**src/rtl/seq_divider.sv**
```systemverilog
// rtl/seq_divider.sv - radix-2 restoring divider, one quotient bit per clock
// Unsigned/signed truncating division with start/busy/done handshake and divide-by-zero flag.
module seq_divider #(
  parameter int WIDTH     = 8,
  parameter bit SIGNED_EN = 1
) (
  input  logic             clk,
  input  logic             rst_n,
  input  logic             start,
  input  logic             signed_mode,
  input  logic [WIDTH-1:0] A,
  input  logic [WIDTH-1:0] B,
  output logic             busy,
  output logic             done,
  output logic [WIDTH-1:0] Res,
  output logic [WIDTH-1:0] Rem,
  output logic             div_zero
);

  localparam int CW = $clog2(WIDTH);

  typedef enum logic [1:0] {IDLE, CALC, DONE} state_t;

  state_t           state, state_next;
  logic [CW-1:0]    cnt;
  logic [WIDTH-1:0] dvd, rem, dvs;
  logic             qneg, rneg;

  logic             use_signed, sa, sb;
  logic [WIDTH-1:0] mag_a, mag_b;
  logic [WIDTH:0]   rem_sh, diff;
  logic             fits, last_step;
  logic [WIDTH-1:0] q_step, r_step;
  logic             unused_diff_msb;

  assign use_signed = SIGNED_EN && signed_mode;
  assign sa         = use_signed & A[WIDTH-1];
  assign sb         = use_signed & B[WIDTH-1];
  assign mag_a      = sa ? -A : A;
  assign mag_b      = sb ? -B : B;

  // Magnitudes are unsigned WIDTH-bit values, so 2^(WIDTH-1) from the most-negative input still fits.
  assign rem_sh          = {rem, dvd[WIDTH-1]};
  assign diff            = rem_sh - {1'b0, dvs};
  assign fits            = rem_sh >= {1'b0, dvs};
  assign q_step          = {dvd[WIDTH-2:0], fits};
  assign r_step          = fits ? diff[WIDTH-1:0] : rem_sh[WIDTH-1:0];
  assign last_step       = (cnt == CW'(WIDTH - 1));
  assign unused_diff_msb = diff[WIDTH];

  assign busy = (state != IDLE);
  assign done = (state == DONE);

  always_ff @(posedge clk or negedge rst_n) begin
    if (!rst_n) state <= IDLE;
    else        state <= state_next;
  end

  always_comb begin
    state_next = state;
    case (state)
      IDLE:    if (start) state_next = (B == '0) ? DONE : CALC;
      CALC:    if (last_step) state_next = DONE;
      DONE:    state_next = IDLE;
      default: state_next = IDLE;
    endcase
  end

  always_ff @(posedge clk or negedge rst_n) begin
    if (!rst_n) begin
      cnt      <= '0;
      dvd      <= '0;
      rem      <= '0;
      dvs      <= '0;
      qneg     <= 1'b0;
      rneg     <= 1'b0;
      Res      <= '0;
      Rem      <= '0;
      div_zero <= 1'b0;
    end else begin
      case (state)
        IDLE: begin
          if (start) begin
            dvd  <= mag_a;
            dvs  <= mag_b;
            rem  <= '0;
            cnt  <= '0;
            qneg <= sa ^ sb;
            rneg <= sa;
            if (B == '0) begin
              Res      <= '1;
              Rem      <= A;
              div_zero <= 1'b1;
            end
          end
        end
        CALC: begin
          dvd <= q_step;
          rem <= r_step;
          cnt <= cnt + CW'(1);
          if (last_step) begin
            // Remainder follows the dividend's sign, giving truncation toward zero.
            Res      <= qneg ? -q_step : q_step;
            Rem      <= rneg ? -r_step : r_step;
            div_zero <= 1'b0;
          end
        end
        default: ;
      endcase
    end
  end

endmodule
```
**config.mk**
```make
export PLATFORM = sky130hd
export DESIGN_NAME = seq_divider
export DESIGN_NICKNAME = d
export VERILOG_FILES = /design/src/rtl/seq_divider.sv
export SDC_FILE = /design/constraint.sdc
export NUM_CORES = 1
export LEC_CHECK = 0
export BUFFER_PORTS_ARGS = -buffer_cell sky130_fd_sc_hd__buf_2
export CAP_MARGIN = 25
export CORE_MARGIN = 4
export CORE_UTILIZATION = 56
export DETAILED_ROUTE_END_ITERATION = 10
export PLACE_DENSITY = 0.85
export SYNTH_ARGS = -nofsm -noshare
export SYNTH_HDL_FRONTEND = slang
export SYNTH_SLANG_ARGS = --single-unit
export TNS_END_PERCENT = 1
```
**constraint.sdc**
```tcl
create_clock -name clk -period 3.34 [get_ports clk]
set_input_delay 0.501 -clock clk [delete_from_list [all_inputs] [get_ports clk]]
set_output_delay 0.501 -clock clk [all_outputs]
set_load 0.05 [all_outputs]
```
==> impl_results.md <==
* Clk sink count at 48
* CTS Buffer Depth at 2
* Synth async-reset ratio at 100%
* Total GRT Usage at 23.6%
* Post-route minimum period at 3.04 ns
* Port Buf Inserts at 38
* Clk root buf: clkbuf_8
* Most common cell in the netlist: dfrtp_1
* Die Ht at 81.8 um
* Largest net degree at the start of global routing at 36
* WP data required at 3.53 ns
* DP Worst Slack at 0.378 ns
* Rows at 26
* Kind of critical path: reg -> reg
* H-tree Lvls at 2
* Via density per instance at 5.97
* Post-synth EDFFs at 0
* Final hold violations at 0
* Worst Tran Pin Value at 0.613 ns
* DP HPWL at 5470 um
* Worst Skew at 0.00863 ns
* Cell area after synthesis at 3050 um2
* TritonCTS Buffers at 5
* Post-Syn Instances at 346
* FF-to-FF End: Rem[7]
* Maximum fanout along the worst path at 3
* # diodes at 0
* Main synth FF type: dfrtp_1
* DR vias at 2722
* Area of the core at 5200 um2
* Syn Area/Cell at 8.82 um2
* F_max at 0.328 GHz
* Final hold slack at 0.0958 ns
* Number of I/O pins at 39
* Register area share after synthesis at 39.4%
* Mean routed wirelength per cell at 16.2 um
* CP Capture Type: flip-flop
* Post-CTS Setup Bufs at 0
* Yosys warns at 0
* Final core occ at 65.9%
* Die area at 6690 um2
* Final Cycle Share at 91.2%
* Routed Antenna Nets at 0
* Reg2reg setup slack at 0.30 ns
* Post-synth top area cell: dfrtp_1
* Critical register-to-register path startpoint: dvd[7]
* Iteration count of the initial detailed-routing pass at 5
* Vias in the first global route at 2567
* Synth cell count leaders: dfrtp_1 (48), nand2_1 (37), nor2_1 (37)
* CTS tree: yes
* GRT Residual Overflow at 0
* Synth top area cells: dfrtp_1 (39%), ha_1 (5.7%), mux2i_1 (4.9%)
* Hold WC Path Type: in -> async
* Starting DRT DRC Count at 225
* Cts repair resizes at 0
* Status: complete, no violations
* Crit start category: flip-flop
* Antenna violations before repair at 0
* Starting density of the core at 58.6%
* Mapped Nets at 381
* Synth Register Bits at 48
* Share of layout cells above drive strength 1 at 15.5%
* RePlAce Congestion at 0.876
* Die X at 81.8 um
* Final WL at 7400 um
* Nets@finish at 420
* Worst slew margin relative to its limit at 58.9%
* Yosys cell types at 52
* DRC at 0
* Worst-Skew Late Latency at 0.30 ns
* Top-area cell type share of the netlist area at 39.4%
* Endpoints failing setup at 0
* Reg2reg path depth at 12
* Fin. max-slew vios at 0
* RSZ-0062 raised after global routing: no
* First-pass GRT wire length at 12100 um
* Area Growth Syn to Fin at 12.5%
* Setup TNS at 0 ns
* Max Cap Viol at 0
* Clock slew at reported path FFs at 0.09 ns
* Hold Buf Count CTS at 0
* CP arrival at 3.23 ns
* Final WS setup at 0.295 ns
-- metal layers --
layer	up-vias	wire length, um	GRT usage [%]	share of wire, %
li1	1309	-	-	-
met3	19	468	4.82	6.3
met4	0	140	8.47	1.9
met5	-	0	0	0
met1	1286	3330	32.3	45
met2	108	3460	37.2	47
-- cell type report --
class,instances,area [um2]
clock buffers,6,72.6
clock inverters,2,35.0
fillers,426,1770
inverters,23,86.3
multi-input cells,263,1700
flip-flops and latches,48,1200
well taps,70,87.6
repair buffers,44,248
-- layout by cell type, fill, tap and decap left out, drive strengths merged, types with 2 or more instances in the layout --
| cell | synthesis | final |
|---|---|---|
| dfrtp | 48 | 48 |
| mux2i | 15 | 15 |
| a211o | 2 | 2 |
| mux2 | 3 | 3 |
| o31ai | 3 | 3 |
| nand2 | 37 | 37 |
| o21ai | 28 | 28 |
| a211oi | 3 | 3 |
| a21oi | 20 | 20 |
| a22o | 3 | 3 |
| or3 | 2 | 2 |
| ha | 14 | 14 |
| a41oi | 4 | 4 |
| nand2b | 2 | 2 |
| inv | 22 | 22 |
| or2 | 2 | 2 |
| a21o | 3 | 3 |
| o22ai | 10 | 10 |
| clkbuf | 8 | 6 |
| clkinv | 1 | 2 |
| and3 | 2 | 2 |
| nor2 | 37 | 37 |
| a31oi | 9 | 9 |
| xor2 | 11 | 11 |
| o22a | 2 | 2 |
| nand3 | 18 | 18 |
| o21bai | 2 | 2 |
| xnor2 | 11 | 11 |
| nor3 | 4 | 4 |
| o211ai | 2 | 2 |
| buf | 4 | 44 |
| nor3b | 2 | 2 |
| nor2b | 3 | 3 |
-- worst max-delay path, stage by stage (launching register included) --
cell and delay (ns):
dfrtp_1 0.40, inv_1 0.08, ha_1 0.19, inv_1 0.06, fa_1 0.42, a211oi_2 0.25, nor2_1 0.10, xor2_1 0.17
or2_1 0.26, mux2_1 0.33, o41ai_2 0.34, mux2i_1 0.24, nand3_1 0.08
-- registers in the layout, indices dropped and copies added, names as in the netlist --
register,count
Rem,8
Res,8
cnt,3
div_zero,1
dvd,8
dvs,8
qneg,1
rem,8
rneg,1
state,2
-- through the flow --
| step | cell area (um2) | std cells |
|---|---|---|
| after global routing | 3430 | 456 |
| after CTS | 3430 | 456 |
| after global placement | 3300 | 447 |
| after floorplan | 3050 | 346 |
| after detailed placement | 3320 | 448 |
| final | 3430 | 456 |
-- how the worst max path moves through the flow --
stage / slack, ns / to / startpoint
after floorplan: 0.64 / Rem[7] / dvd[7]
after global placement: 0.48 / Rem[7] / rem[2]
after detailed placement: 0.38 / Rem[7] / dvd[7]
after CTS: 0.30 / Rem[7] / dvd[7]
after global routing: 0.12 / Rem[7] / dvd[7]
final: 0.30 / Rem[7] / dvd[7]
-- cell families after synthesis --
logic type	count (synthesis)	synth area share, %
xor gates and xnor gates	22	6.32
AOI/OAI and AO/OA	95	20.6
muxes	18	6.03
adders and majority gates	15	6.40
DFF	48	39.4
buffers and inverters	35	4.84
and+or+nand+nor	113	16.4
Power is left out: the tool's default activity adds up to more than one toggle a clock period on the data nets, which glitch-free logic cannot reach.
